===== config.mk =====
export PLATFORM = sky130hd
export DESIGN_NAME = adc128s022_emulator
export DESIGN_NICKNAME = d
export VERILOG_FILES = /design/src/rtl/adc128s022_emulator.sv
export SDC_FILE = /design/constraint.sdc
export NUM_CORES = 1
export LEC_CHECK = 0
export ABC_AREA = 1
export BUFFER_PORTS_ARGS = -buffer_cell sky130_fd_sc_hd__buf_2
export CORE_MARGIN = 2
export CORE_UTILIZATION = 48
export CTS_CLUSTER_SIZE = 12
export DETAILED_ROUTE_END_ITERATION = 10
export PLACE_DENSITY = 0.86
export REMOVE_ABC_BUFFERS = 1
export SLEW_MARGIN = 20
export SYNTH_ARGS = -nofsm -noshare
export SYNTH_HDL_FRONTEND = slang
export SYNTH_SLANG_ARGS = --single-unit

===== constraint.sdc =====
create_clock -name clk_50M -period 2.3 [get_ports clk_50M]
set_input_delay 0.23 -clock clk_50M [delete_from_list [all_inputs] [get_ports clk_50M]]
set_output_delay 0.23 -clock clk_50M [all_outputs]
set_load 0.005 [all_outputs]

===== src/rtl/adc128s022_emulator.sv =====
// adc128s022_emulator
//   Slave-side model of the ADC128S022 serial interface. It answers the controller's chip
//   select, serial clock and channel-address line, and shifts 12-bit values taken from eight
//   parallel channel inputs out on dout. All serial pins are oversampled in the clk_50M domain.
//
// Ports
//   clk_50M    : system clock
//   rst_n      : synchronous active-low reset
//   adc_sck    : serial clock from the controller (asynchronous)
//   adc_cs_n   : chip select, active low (asynchronous)
//   din        : serial channel address, ADD2..ADD0 on rising edges 3..5 (asynchronous)
//   dout       : serial conversion data, 4 zeros then D11..D0, changes after sck falls
//   ch_values  : eight 12-bit channel values, channel n at [12n+11:12n]
//   conv_ch    : channel currently being shifted out
//   frame_done : one-cycle pulse per completed 16-bit frame
//   last_addr  : address captured in the last completed frame
module adc128s022_emulator #(
  parameter int unsigned SYNC_STAGES = 2,
  parameter int unsigned RESET_CH    = 0
) (
  input  logic        clk_50M,
  input  logic        rst_n,
  input  logic        adc_sck,
  input  logic        adc_cs_n,
  input  logic        din,
  output logic        dout,
  input  logic [95:0] ch_values,
  output logic [2:0]  conv_ch,
  output logic        frame_done,
  output logic [2:0]  last_addr
);

  localparam logic [0:0] StIdle   = 1'b0;
  localparam logic [0:0] StActive = 1'b1;

  localparam logic [2:0] ResetCh = RESET_CH[2:0];

  // Synchronizers plus one history flop each for edge detection. sck and cs_n reset to
  // their idle-high level so leaving reset with the bus idle creates no spurious strobe.
  logic [SYNC_STAGES-1:0] sck_sync_q, cs_sync_q, din_sync_q;
  logic                   sck_prev_q, cs_prev_q;

  always_ff @(posedge clk_50M) begin
    if (!rst_n) begin
      sck_sync_q <= '1;
      cs_sync_q  <= '1;
      din_sync_q <= '0;
      sck_prev_q <= 1'b1;
      cs_prev_q  <= 1'b1;
    end else begin
      sck_sync_q <= {sck_sync_q[SYNC_STAGES-2:0], adc_sck};
      cs_sync_q  <= {cs_sync_q[SYNC_STAGES-2:0], adc_cs_n};
      din_sync_q <= {din_sync_q[SYNC_STAGES-2:0], din};
      sck_prev_q <= sck_sync_q[SYNC_STAGES-1];
      cs_prev_q  <= cs_sync_q[SYNC_STAGES-1];
    end
  end

  logic sck_s, cs_s, din_s;
  logic sck_rise, sck_fall, cs_fall, cs_rise;

  assign sck_s    = sck_sync_q[SYNC_STAGES-1];
  assign cs_s     = cs_sync_q[SYNC_STAGES-1];
  assign din_s    = din_sync_q[SYNC_STAGES-1];
  assign sck_rise = sck_s & ~sck_prev_q;
  assign sck_fall = ~sck_s & sck_prev_q;
  assign cs_fall  = ~cs_s & cs_prev_q;
  assign cs_rise  = cs_s & ~cs_prev_q;

  // Frame state
  logic [0:0]  state_q, state_d;
  logic [4:0]  rise_cnt_q, rise_cnt_d;
  logic [15:0] shreg_q, shreg_d;
  logic [2:0]  addr_sr_q, addr_sr_d;
  logic [2:0]  next_ch_q, next_ch_d;
  logic [2:0]  last_addr_q, last_addr_d;
  logic [2:0]  conv_ch_q, conv_ch_d;
  logic        frame_done_q, frame_done_d;
  logic        dout_q, dout_d;
  logic [11:0] load_val;

  // Value of the channel that the next load will convert.
  always_comb begin
    load_val = '0;
    for (int i = 0; i < 8; i++) begin
      if (next_ch_q == 3'(i)) load_val = ch_values[12*i +: 12];
    end
  end

  always_comb begin
    state_d      = state_q;
    rise_cnt_d   = rise_cnt_q;
    shreg_d      = shreg_q;
    addr_sr_d    = addr_sr_q;
    next_ch_d    = next_ch_q;
    last_addr_d  = last_addr_q;
    conv_ch_d    = conv_ch_q;
    frame_done_d = 1'b0;

    unique case (state_q)
      StIdle: begin
        // sck strobes coinciding with cs_fall are dropped
        if (cs_fall) begin
          shreg_d    = {4'b0000, load_val};
          conv_ch_d  = next_ch_q;
          rise_cnt_d = '0;
          state_d    = StActive;
        end
      end
      StActive: begin
        if (cs_rise) begin
          // Abort or normal end; next_ch is only updated by a completed frame
          state_d = StIdle;
        end else if (sck_rise) begin
          if (rise_cnt_q == 5'd16) begin
            // Rising edge without the reload fall: reload now and count it as rise 1
            shreg_d    = {4'b0000, load_val};
            conv_ch_d  = next_ch_q;
            rise_cnt_d = 5'd1;
          end else begin
            rise_cnt_d = rise_cnt_q + 5'd1;
            if (rise_cnt_q == 5'd2 || rise_cnt_q == 5'd3 || rise_cnt_q == 5'd4) begin
              addr_sr_d = {addr_sr_q[1:0], din_s};
            end
            if (rise_cnt_q == 5'd15) begin
              next_ch_d    = addr_sr_q;
              last_addr_d  = addr_sr_q;
              frame_done_d = 1'b1;
            end
          end
        end else if (sck_fall) begin
          if (rise_cnt_q == 5'd16) begin
            // Continuous mode: cs still low, start the next frame
            shreg_d    = {4'b0000, load_val};
            conv_ch_d  = next_ch_q;
            rise_cnt_d = '0;
          end else if (rise_cnt_q != 5'd0) begin
            shreg_d = {shreg_q[14:0], 1'b0};
          end
        end
      end
      default: state_d = StIdle;
    endcase

    // Registered from next-state so dout moves one cycle after the sck_fall strobe.
    dout_d = (state_d == StActive) ? shreg_d[15] : 1'b0;
  end

  always_ff @(posedge clk_50M) begin
    if (!rst_n) begin
      state_q      <= StIdle;
      rise_cnt_q   <= '0;
      shreg_q      <= '0;
      addr_sr_q    <= '0;
      next_ch_q    <= ResetCh;
      last_addr_q  <= '0;
      conv_ch_q    <= ResetCh;
      frame_done_q <= 1'b0;
      dout_q       <= 1'b0;
    end else begin
      state_q      <= state_d;
      rise_cnt_q   <= rise_cnt_d;
      shreg_q      <= shreg_d;
      addr_sr_q    <= addr_sr_d;
      next_ch_q    <= next_ch_d;
      last_addr_q  <= last_addr_d;
      conv_ch_q    <= conv_ch_d;
      frame_done_q <= frame_done_d;
      dout_q       <= dout_d;
    end
  end

  assign dout       = dout_q;
  assign conv_ch    = conv_ch_q;
  assign frame_done = frame_done_q;
  assign last_addr  = last_addr_q;

endmodule


==> results of run 1 <==
==> cell usage in the layout (no fill, tap or decap), types with 7 or more instances in the layout <==
master,count
nand2_1,91
inv_2,8
a31oi_1,11
inv_1,38
or2_2,8
nor2_2,7
nand4_1,19
nor2_1,55
o21ai_0,28
dfxtp_1,41
buf_2,108
a21oi_1,35
nand3_1,19
==> per-layer routing <==
metal  vias up  share of wire, %  track usage (%)
li1       1539                 -                -
met1      1373                42             27.4
met2       125                48             43.8
met3        12               8.6             6.05
met4         0               1.5             5.89
met5         -                 0                0
==> cells by family (layout without fill, tap and decap cells) <==
kind of cell             after synthesis  count (layout)  share of synthesized area (%)
AND/OR/NAND/NOR                      213             213                           37.4
AO/OA/AOI/OAI                         83              83                           17.6
buffers and inverters                 63             167                           10.6
flip-flops                            41              41                           31.5
adder cells (fa/ha/maj)                6               6                           2.88
==> power breakdown <==
group          total [mW]  internal, mW  switching [mW]
clock               0.489         0.243           0.246
sequential          0.757         0.740          0.0163
combinational       0.238         0.111           0.127
total                1.48          1.09           0.390
==> sequential cells by signal (all words and copies together), names as in the netlist <==
signal      flops
cs_prev_q       1
shreg_q        16
cs_sync_q       2
dout            1
conv_ch         3
frame_done      1
sck_sync_q      2
last_addr       3
din_sync_q      2
sck_prev_q      1
state_q         1
rise_cnt_q      5
addr_sr_q       3
==> metrics by stage <==
step                      area [sq um]  cells  hold slack (ns)  setup slack, ns
after floorplan                   2520    392            0.299            0.491
after global placement            3160    572            0.395            0.497
after detailed placement          3160    572            0.401            0.442
after CTS                         3260    580            0.104            0.430
after global routing              3260    580            0.105            0.214
final                             3260    580            0.112            0.407
==> worst max-delay path by stage <==
stage                                          end                        from  cells after the start
after floorplan                    dout$_SDFF_PN0_  rise_cnt_q[0]$_SDFFE_PN0P_                      9
after global placement     shreg_q[0]$_SDFFE_PN0P_   last_addr[0]$_SDFFE_PN0P_                      7
after detailed placement   shreg_q[1]$_SDFFE_PN0P_  rise_cnt_q[0]$_SDFFE_PN0P_                     10
after CTS                  shreg_q[5]$_SDFFE_PN0P_  rise_cnt_q[0]$_SDFFE_PN0P_                     10
after global routing      shreg_q[12]$_SDFFE_PN0P_  rise_cnt_q[0]$_SDFFE_PN0P_                     11
final                      shreg_q[2]$_SDFFE_PN0P_  rise_cnt_q[0]$_SDFFE_PN0P_                     10
==> worst reg2reg max path, stage by stage, from the launching register on <==
cell and delay, ns:
dfxtp_1 0.36, inv_1 0.10, ha_1 0.21, nand3_1 0.13, inv_2 0.05, nand2_2 0.12, nand3_1 0.10, nand2_2 0.25
inv_2 0.17, o21ai_0 0.24, a21oi_2 0.05
==> layout make-up <==
type	count	share of cell area, %
inverter	49	5.80
multi-input combinational	302	46.3
sequential	41	25.2
tap	70	2.69
clock buffer	6	2.53
clock inverter	2	0.422
timing repair buffer	110	17.1
==> key figures, run 1 <==
Outcome
  – Run status: finished clean

Place
  – GPL Wtd Cong: roughly 0.89
  – IO buf count: around 110
  – Dpl hpwl: 5590 microns

Drt
  – Starting DRT DRC Count: slightly above 200
  – Detail Route Antenna Nets: 0
  – Total Routed Length: around 7200 microns
  – DRC: 0
  – Vias: 3,049
  – Drt first pass iters: 4
  – Vias per inst: roughly 5.3
  – Wire per inst: 12.5 microns

Clock tree
  – CTS max path bufs: 2
  – Root buffer cell: clkbuf_8
  – Worst-path clk slew: around 0.080 ns
  – CTS tree: yes
  – CTS sink cnt: about 40
  – Resize count post-CTS: 0
  – # Post-CTS Setup Buffers: 0
  – Num CTS Buffers: 5
  – Hold buffer count at CTS: 0
  – Worst-Skew Late Latency: approximately 0.30 ns
  – H-Tree Depth: 2

Run
  – Max-cap viol count: 0

Worst hold path
  – Cells on Worst Hold Path: 3
  – Hold Crit Start: din
  – WHS Endpoint: din_sync_q[0]$_SDFF_PN0_
  – HP Class: in -> reg

Power and ir drop
  – Total chip power: between 1 and 1.5 mW
  – Power Density: 455 mW/mm^2
  – Static leakage: 1.63 nW
  – Max VDD drop: 0.442 mV

Synth
  – Area contributors post-synth: dfxtp_1 31%, nand2_1 13%, nor2_1 7.9%, a21oi_1 6.7%, inv_1 5.5%
  – Post-synth top cells: 91 x nand2_1, 55 x nor2_1, 41 x dfxtp_1
  – FF+latch count, synth: between 40 and 50
  – Mapped Avg Cell Area: 6.42 sq um
  – Register area share after synthesis: between 30% and 40%
  – Post-synthesis async set-or-reset flop share: 0%
  – Yosys Warn Count: 0
  – Leading area contributor after synthesis: dfxtp_1
  – Post-synthesis instance area: around 0.0026 sq mm
  – Cells after Synth: 406
  – Prevailing post-synth register cell: dfxtp_1
  – Count leader, synth: nand2_1
  – Unique masters post-synth: 28
  – Post-synth EDFFs: 0
  – Post-synth top area share: 31.5%

Cells and area
  – Finished Core Util: a little over three fifths
  – Share of layout cells above drive strength 1: 31.2%
  – Ant diodes: 0
  – Sequential cell area: ~820 sq um
  – Area grow syn2layout: 25.0%
  – Fillers: between 500 and 600
  – Multi-input gate area: between 0.0015 and 0.002 sq mm
  – Net count reported at finish: around 600

Die
  – Die footprint: 0.00603 sq mm
  – Die Width: between 70 and 80 microns
  – IO Count: approximately 110
  – Die Y: ~80 microns
  – Row Count: 26
  – Initial Util: between 50% and 60%
  – Core ar.: around 0.0052 sq mm

Global routing
  – First-pass GRT wire length: approximately 12,000 microns
  – Vias in the first global route: approximately 2,800
  – Total Routing Usage GR: around a quarter
  – Largest net degree at the start of global routing: 28
  – Initial antenna violation count: 0
  – Gr ovfl total: 0

Critical path
  – Crit path DAT: 2.08 ns
  – Crit-path cells: inv_1 -> ha_1 -> nand3_1 -> inv_2 -> nand2_2 -> nand3_1 -> nand2_2 -> inv_2 -> o21ai_0 -> a21oi_2
  – Critical path's largest stage delay: approximately 0.36 ns
  – Flop-to-flop setup slack: about 0.41 ns
  – Slowest library cell on the worst path: dfxtp_1
  – Family with the most delay on the worst path: simple AND/OR/NAND/NOR gates
  – Startpoint Class: flop
  – Critical path buffer and inverter count: 3
  – FF-to-FF End: shreg_q[2]$_SDFFE_PN0P_
  – R2R cell count: 10
  – Worst Path Max Fanout: 16
  – CP Data Required Time: 2.48 ns
  – CP endpoint kind: flop
  – CP Class: reg -> reg
  – RR Startpoint: rise_cnt_q[0]$_SDFFE_PN0P_

STA
  – RSZ-0062 raised after global routing: no
  – Clock Skews: about 0.0048 ns
  – Final Max Tran Viols: 0
  – Final worst path period need: approximately 1.9 ns
  – Final period util: around 82%
  – Final setup violation count: 0
  – Sum Neg Setup Slack: 0 ns
  – Worst-Margin Slew: approximately 0.60 ns
  – Max Fclk: roughly 530 MHz
  – Final hold vios: 0
  – Slew headroom: approximately 59%
Note: power is estimated with default switching activity, not from simulation.
==> run 2: changes to the inputs <==
ABC_AREA = 0   (was 1)
CORE_UTILIZATION = 44   (was 48)
PLACE_DENSITY = 0.82   (was 0.86)
clock period = 1.55 ns   (was 2.3 ns; I/O delays follow)
==> run 2 against run 1 <==
Net effect: clock-buffer cell count up 1; hold slack worse by 0.078 ns; highest routed layer unchanged; largest cell class unchanged; critical path type unchanged; register-to-register slack lost 0.74 ns; clock skew up 0.0030 ns; the run now ends with setup timing left.
==> key figures, run 2 <==
Outcome
  – Run status: complete, but fails checks (was finished clean)
  – Failing checks: setup timing

Place
  – IO buf count: 108 (unchanged)
  – Placed inst area: 0.00370 sq mm (was 0.00316 sq mm)
  – GPL Wtd Cong: 0.836 (was 0.890)
  – Dpl hpwl: 5990 microns (was 5590 microns)

Power and ir drop
  – Static leakage: 1.67 nW (was 1.63 nW)
  – Power Density: 526 mW/mm^2 (was 455 mW/mm^2)
  – Max VDD drop: 0.573 mV (was 0.442 mV)

Cells and area
  – Area grow syn2layout: 52.6% (was 25.0%)
  – Fillers: 459 (was 504)
  – Ant diodes: 0 (unchanged)
  – Max reg flops: 16 (unchanged)
  – Net count reported at finish: 583 (was 616)
  – Final instance area: 0.00420 sq mm (was 0.00326 sq mm)
  – Regs by FF count: shreg_q: 16 flops, rise_cnt_q: 5 flops (unchanged)
  – Most frequent cells in the layout: 108 x buf_2, 36 x buf_4, 35 x dfxtp_1 (was 108 x buf_2, 91 x nand2_1, 55 x nor2_1)
  – Share of layout cells above drive strength 1: 50.6% (was 31.2%)
  – Most flop-heavy register: shreg_q (unchanged)
  – Finished Core Util: 70.2% (was 63.0%)
  – Commonest non-fill, non-tap cell in the layout: buf_2 (unchanged)

Clock tree
  – Root buffer cell: clkbuf_8 (unchanged)
  – Num CTS Buffers: 5 (unchanged)
  – H-Tree Depth: 2 (unchanged)
  – Worst-Skew Late Latency: 0.30 ns (about the same)
  – CTS tree: yes (unchanged)
  – CTS sink cnt: 41 (unchanged)
  – Hold buffer count at CTS: 0 (unchanged)
  – Worst-path clk slew: 0.08 ns (about the same)
  – CTS max path bufs: 2 (unchanged)

Global routing
  – Initial antenna violation count: 0 (unchanged)
  – Total Routing Usage GR: 23.1% (was 23.9%)
  – Gr ovfl total: 0 (unchanged)
  – First-pass GRT wire length: 13,500 microns (was 11,900 microns)
  – Largest net degree at the start of global routing: 31 (was 28)
  – Vias in the first global route: 2,984 (was 2,827)

Drt
  – Vias per inst: 5.52 (was 5.26)
  – Total Routed Length: 8760 microns (was 7230 microns)
  – Starting DRT DRC Count: 188 (was 205)
  – Drt first pass iters: 4 (unchanged)
  – DRC: 0 (unchanged)
  – Detail Route Antenna Nets: 0 (unchanged)
  – Wire per inst: 15.9 microns (was 12.5 microns)
  – Vias: 3,041 (was 3,049)

Run
  – Max-cap viol count: 0 (unchanged)

Die
  – IO Count: 109 (unchanged)
  – Die Width: 83.1 microns (was 77.7 microns)
  – Core ar.: 0.00599 sq mm (was 0.00517 sq mm)
  – Die footprint: 0.00691 sq mm (was 0.00603 sq mm)
  – Initial Util: 46.0% (was 50.4%)
  – Die Y: 83.1 microns (was 77.7 microns)
  – Row Count: 28 (was 26)

Synth
  – Adder-cell share of the synthesized area: 2.72% (was 2.88%)
  – Post-Synth XOR/XNOR Area: 0% (unchanged)
  – Unique masters post-synth: 48 (was 28)
  – Leading area contributor after synthesis: dfxtp_1 (unchanged)
  – Post-synth top area share: 29.8% (was 31.5%)
  – Post-synthesis mux area share: 17.8% (was 0%)
  – Register area share after synthesis: 29.8% (was 31.5%)
  – Largest family of logic cells by synthesized area: compound AO/OA/AOI/OAI gates (was simple AND/OR/NAND/NOR gates)
  – Prevailing post-synth register cell: dfxtp_1 (unchanged)
  – Post-synthesis instance area: 0.00276 sq mm (was 0.00261 sq mm)
  – Post-synth top cells: 41 x dfxtp_1, 33 x nand2_1, 25 x a21oi_1 (was 91 x nand2_1, 55 x nor2_1, 41 x dfxtp_1)
  – Yosys Warn Count: 0 (unchanged)
  – Mapped Avg Cell Area: 8.45 sq um (was 6.42 sq um)
  – Post-synthesis async set-or-reset flop share: 0% (unchanged)
  – Post-synth EDFFs: 0 (unchanged)
  – Synth Area in Compound Gates: 24.7% (was 17.6%)
  – FF+latch count, synth: 41 (unchanged)
  – Area contributors post-synth: dfxtp_1 30%, mux2i_1 8.0%, mux2_2 6.5%, a21oi_1 4.5%, nand2_1 4.5% (was dfxtp_1 31%, nand2_1 13%, nor2_1 7.9%, a21oi_1 6.7%, inv_1 5.5%)
  – Simple-Gate Fraction of Synth Area: 18.7% (was 37.4%)
  – Count leader, synth: dfxtp_1 (was nand2_1)
  – Cells after Synth: 326 (was 406)

STA
  – Sum Neg Setup Slack: -6.48 ns (was 0 ns)
  – Slew headroom: 71.0% (was 59.5%)
  – Final Max Tran Viols: 0 (unchanged)
  – Post-route setup slack: -0.328 ns (was 0.407 ns)
  – Final setup violation count: 32 (was 0)
  – RSZ-0062 raised after global routing: yes (was no)
  – Max Fclk: 533 MHz (was 528 MHz)
  – Worst-Margin Slew: 0.435 ns (was 0.605 ns)
  – Final hold vios: 0 (unchanged)
  – Final period util: 121% (was 82.3%)
  – Final worst path period need: 1.88 ns (was 1.89 ns)
  – Clock Skews: 0.00779 ns (was 0.00484 ns)

Critical path
  – CP Data Required Time: 1.80 ns (was 2.48 ns)
  – Startpoint Class: flop (unchanged)
  – Worst Path Max Fanout: 11 (was 16)
  – Crit path DAT: 2.13 ns (was 2.08 ns)
  – CP Class: reg -> reg (unchanged)
  – CP endpoint kind: flop (unchanged)

Worst hold path
  – HP Class: in -> reg (unchanged)
run 2: path summary, 6_finish.rpt:
check / start / to / slack (ns) / cells after the start
worst max-delay path: rise_cnt_q[1]$_SDFFE_PN0P_ / shreg_q[2]$_SDFFE_PN0P_ / -0.33 / 10
worst min-delay path: adc_sck / sck_sync_q[0]$_SDFF_PN1_ / 0.03 / 2
worst max register to register: rise_cnt_q[1]$_SDFFE_PN0P_ / shreg_q[2]$_SDFFE_PN0P_ / -0.33 / 10
worst min register to register: sck_sync_q[0]$_SDFF_PN1_ / sck_sync_q[1]$_SDFF_PN1_ / 0.41 / 1
run 2: repair_timing:
action | 4_1_cts | 5_1_grt
cloned | 2 | 1
endpoints found under the setup margin | 31 | 32
pin swaps | 11 | 18
gates resized for setup | 23 | 49
buffers inserted | 7 | 8
run 2: per-stage QoR:
stage               hold slack (ns)  power (mW)  instances  setup WS (ns)
CTS                          0.0329        2.16        543         -0.269
global route                 0.0267        2.32        551         -0.426
global placement              0.342        1.44        529         -0.300
floorplan                     0.224        1.24        300         -0.827
detailed placement            0.343        1.45        529         -0.362
finish                       0.0339        2.21        551         -0.328
run 2: worst max-delay path, stage by stage (launching register included):
cell and delay, ns:
dfxtp_2 0.35, inv_2 0.05, ha_4 0.16, nor3b_4 0.17, buf_4 0.15, buf_6 0.12
nor4b_4 0.32, buf_12 0.18, nand2_1 0.05, mux2i_1 0.15, a32o_1 0.14
run 2: routing by layer:
layer / vias up / track usage (%) / wire length, microns
met1: 1410 / 27.6 / 3490
li1: 1510 / - / -
met2: 110 / 41.1 / 4600
met3: 11 / 5.57 / 554
met5: - / 0 / 0
met4: 0 / 6.71 / 112
run 2: cells by family (layout without fill, tap and decap cells):
| kind of cell | after synthesis | in the layout |
|---|---|---|
| simple gates | 96 | 96 |
| compound gates | 102 | 105 |
| buf+inv | 39 | 186 |
| mux | 42 | 42 |
| fa+ha+maj | 6 | 6 |
| flops | 41 | 41 |
run 2: report_power, final:
part	switching [mW]	total, mW	leakage, nW	internal, mW
logic	0.173	0.404	1.29	0.230
clock network	0.364	0.717	0.0443	0.353
registers	0.0134	1.09	0.334	1.08
run 2: layout make-up:
class	instances	area (sq um)	share of cell area (%)
inverters	13	48.8	1.16
multi-input cells	249	2020	48.1
clock buffers	7	86.3	2.05
flip-flops and latches	41	828	19.7
well taps	75	93.8	2.23
repair buffers	166	1120	26.7
==> run 3: changes to the inputs <==
PLACE_DENSITY = 0.76   (was 0.82)
==> run 3 against run 2 <==
Net effect: the run still ends with setup timing left; die area is the same; sequential cell count is the same; sequential power is essentially flat; highest routed layer unchanged; wire length shrank 3.8%; critical path depth shrank 2; final cell count shrank 0.36%.
==> key figures, run 3 (same netlist as run 2, synthesis figures left out) <==
STA
  – Max Fclk: 539 MHz (was 533 MHz)
  – Slew headroom: 79.6% (was 71.0%)
  – Final hold vios: 0 (unchanged)
  – Worst-Margin Slew: 0.305 ns (was 0.435 ns)
  – Final Max Tran Viols: 0 (unchanged)
  – Final worst path period need: 1.86 ns (was 1.88 ns)
  – Sum Neg Setup Slack: -4.00 ns (was -6.48 ns)
  – RSZ-0062 raised after global routing: yes (unchanged)
  – Post-route setup slack: -0.306 ns (was -0.328 ns)
  – Final period util: 120% (was 121%)
  – Clock Skews: 0.00691 ns (was 0.00779 ns)
  – Final setup violation count: 28 (was 32)
  – Worst hold margin: 0.0361 ns (was 0.0339 ns)

Clock tree
  – CTS sink cnt: 41 (unchanged)
  – Worst-Skew Late Latency: 0.29 ns (was 0.30 ns)
  – CTS tree: yes (unchanged)
  – Root buffer cell: clkbuf_8 (unchanged)
  – Worst-path clk slew: 0.08 ns (about the same)
  – Num CTS Buffers: 5 (unchanged)
  – CTS max path bufs: 2 (unchanged)
  – H-Tree Depth: 2 (unchanged)

Place
  – Placed inst area: 0.00369 sq mm (was 0.00370 sq mm)
  – Pre-CTS setup slack: -0.320 ns (was -0.362 ns)
  – Dpl hpwl: 5930 microns (was 5990 microns)
  – GPL Wtd Cong: 0.873 (was 0.836)
  – IO buf count: 108 (unchanged)
  – Inst Count DP: 531 (was 529)

Critical path
  – Crit-path cells: inv_2 -> ha_4 -> nor3b_4 -> mux2i_2 -> a21boi_4 -> buf_12 -> mux2i_1 -> a32o_1 (was inv_2 -> ha_4 -> nor3b_4 -> buf_4 -> buf_6 -> nor4b_4 -> buf_12 -> nand2_1 -> mux2i_1 -> a32o_1)
  – CP Class: reg -> reg (unchanged)
  – Slowest library cell on the worst path: mux2i_2 (was dfxtp_2)
  – Critical path's largest stage delay: 0.34 ns (was 0.35 ns)
  – FF-to-FF End: shreg_q[2]$_SDFFE_PN0P_ (unchanged)
  – Worst Path Max Fanout: 5 (was 11)
  – CP Data Required Time: 1.74 ns (was 1.80 ns)
  – Crit path DAT: 2.05 ns (was 2.13 ns)
  – Startpoint Class: flop (unchanged)
  – RR Startpoint: rise_cnt_q[0]$_SDFFE_PN0P_ (was rise_cnt_q[1]$_SDFFE_PN0P_)
  – Flop-to-flop setup slack: -0.31 ns (was -0.33 ns)
  – R2R cell count: 8 (was 10)
  – CP endpoint kind: flop (unchanged)

Die
  – Die Y: 83.1 microns (unchanged)
  – Core ar.: 0.00599 sq mm (unchanged)
  – Row Count: 28 (unchanged)
  – Die Width: 83.1 microns (unchanged)
  – Die footprint: 0.00691 sq mm (unchanged)
  – IO Count: 109 (unchanged)
  – Initial Util: 46.0% (unchanged)

Cells and area
  – Final instance area: 0.00414 sq mm (was 0.00420 sq mm)
  – Most frequent cells in the layout: 108 x buf_2, 43 x buf_4, 35 x dfxtp_1 (was 108 x buf_2, 36 x buf_4, 35 x dfxtp_1)
  – Most flop-heavy register: shreg_q (unchanged)
  – Ant diodes: 0 (unchanged)
  – Finished Core Util: 69.1% (was 70.2%)
  – Area grow syn2layout: 50.2% (was 52.6%)
  – Regs by FF count: shreg_q: 16 flops, rise_cnt_q: 5 flops (unchanged)
  – Max reg flops: 16 (unchanged)
  – Commonest non-fill, non-tap cell in the layout: buf_2 (unchanged)
  – Fillers: 479 (was 459)
  – Net count reported at finish: 580 (was 583)
  – Share of layout cells above drive strength 1: 51.3% (was 50.6%)
  – Final Non-Filler Cells: 549 (was 551)

Global routing
  – Vias in the first global route: 2,990 (was 2,984)
  – Total Routing Usage GR: 22.8% (was 23.1%)
  – Met3 GRT Util: 4.67% (was 5.57%)
  – Met2 GRT Util: 43.9% (was 41.1%)
  – Largest net degree at the start of global routing: 31 (unchanged)
  – Gr ovfl total: 0 (unchanged)
  – Initial antenna violation count: 0 (unchanged)
  – GR peak layer: met2 (unchanged)
  – First-pass GRT wire length: 13,300 microns (was 13,500 microns)
  – M1 GR Usage: 25.2% (was 27.6%)

Worst hold path
  – WHS Endpoint: cs_sync_q[0]$_SDFF_PN1_ (was sck_sync_q[0]$_SDFF_PN1_)
  – Hold Crit Start: adc_cs_n (was adc_sck)
  – Cells on Worst Hold Path: 2 (unchanged)
  – HP Class: in -> reg (unchanged)

Drt
  – Vias per inst: 5.52 (about the same)
  – Vias: 3,031 (was 3,041)
  – Detail Route Antenna Nets: 0 (unchanged)
  – DRC: 0 (unchanged)
  – Wire per inst: 15.4 microns (was 15.9 microns)
  – Drt first pass iters: 4 (unchanged)
  – Starting DRT DRC Count: 203 (was 188)
  – Total Routed Length: 8430 microns (was 8760 microns)

Run
  – Max-cap viol count: 0 (unchanged)

Outcome
  – Run status: complete, but fails checks (unchanged)
  – Failing checks: setup timing (unchanged)

Power and ir drop
  – Max VDD drop: 0.560 mV (was 0.573 mV)
  – Static leakage: 1.65 nW (was 1.67 nW)
  – Power Density: 567 mW/mm^2 (was 526 mW/mm^2)
  – Total chip power: 2.34 mW (was 2.21 mW)
[run 3: worst max-delay path: cells and delay by family (launching register included)]
kind                     cells  cell delay, ns
AND/OR/NAND/NOR              1            0.28
adder cells (fa/ha/maj)      1            0.12
flip-flops                   1            0.33
multiplexers                 2            0.46
AO/OA/AOI/OAI                2            0.33
buffers and inverters        2            0.22
[run 3: layout make-up]
cell class / count / area, sq um / area share [%]
Clock inverter: 3 / 46.3 / 1.12
Timing Repair Buffer: 166 / 1080 / 26.0
Inverter: 13 / 48.8 / 1.18
Sequential cell: 41 / 828 / 20.0
Clock buffer: 5 / 68.8 / 1.66
Tap cell: 75 / 93.8 / 2.27
Multi-Input combinational cell: 246 / 1980 / 47.7
[run 3: how the worst max path moves through the flow]
stage                                    to  cells after the start  slack, ns                  startpoint
floorplan           shreg_q[0]$_SDFFE_PN0P_                      3      -0.83   last_addr[0]$_SDFFE_PN0P_
global placement    shreg_q[2]$_SDFFE_PN0P_                      9      -0.23  rise_cnt_q[0]$_SDFFE_PN0P_
detailed placement  shreg_q[2]$_SDFFE_PN0P_                      9      -0.32  rise_cnt_q[0]$_SDFFE_PN0P_
CTS                 shreg_q[2]$_SDFFE_PN0P_                      8      -0.27  rise_cnt_q[0]$_SDFFE_PN0P_
global route        shreg_q[2]$_SDFFE_PN0P_                      8      -0.37  rise_cnt_q[0]$_SDFFE_PN0P_
finish              shreg_q[2]$_SDFFE_PN0P_                      8      -0.31  rise_cnt_q[0]$_SDFFE_PN0P_
[run 3: what timing repair did]
action,CTS,global route
hold buffers,0,0
pin swaps,13,14
setup endpoints to repair,32,32
gates cloned,2,1
resized for setup,43,33
buffers inserted,7,3
[run 3: layer usage]
| layer | share of wire [%] | up-vias | wire (microns) |
|---|---|---|---|
| met2 | 54 | 87 | 4560 |
| met1 | 40 | 1443 | 3370 |
| met3 | 5.3 | 6 | 447 |
| met4 | 0.58 | 0 | 49 |
| met5 | 0 | - | 0 |
| li1 | - | 1495 | - |
[run 3: power by group]
part	total, mW	leakage (nW)	switching [mW]	internal (mW)
clock	0.862	0.0543	0.380	0.482
sequential	1.09	0.334	0.0148	1.08
combinational	0.390	1.26	0.166	0.224
total	2.34	1.65	0.561	1.78
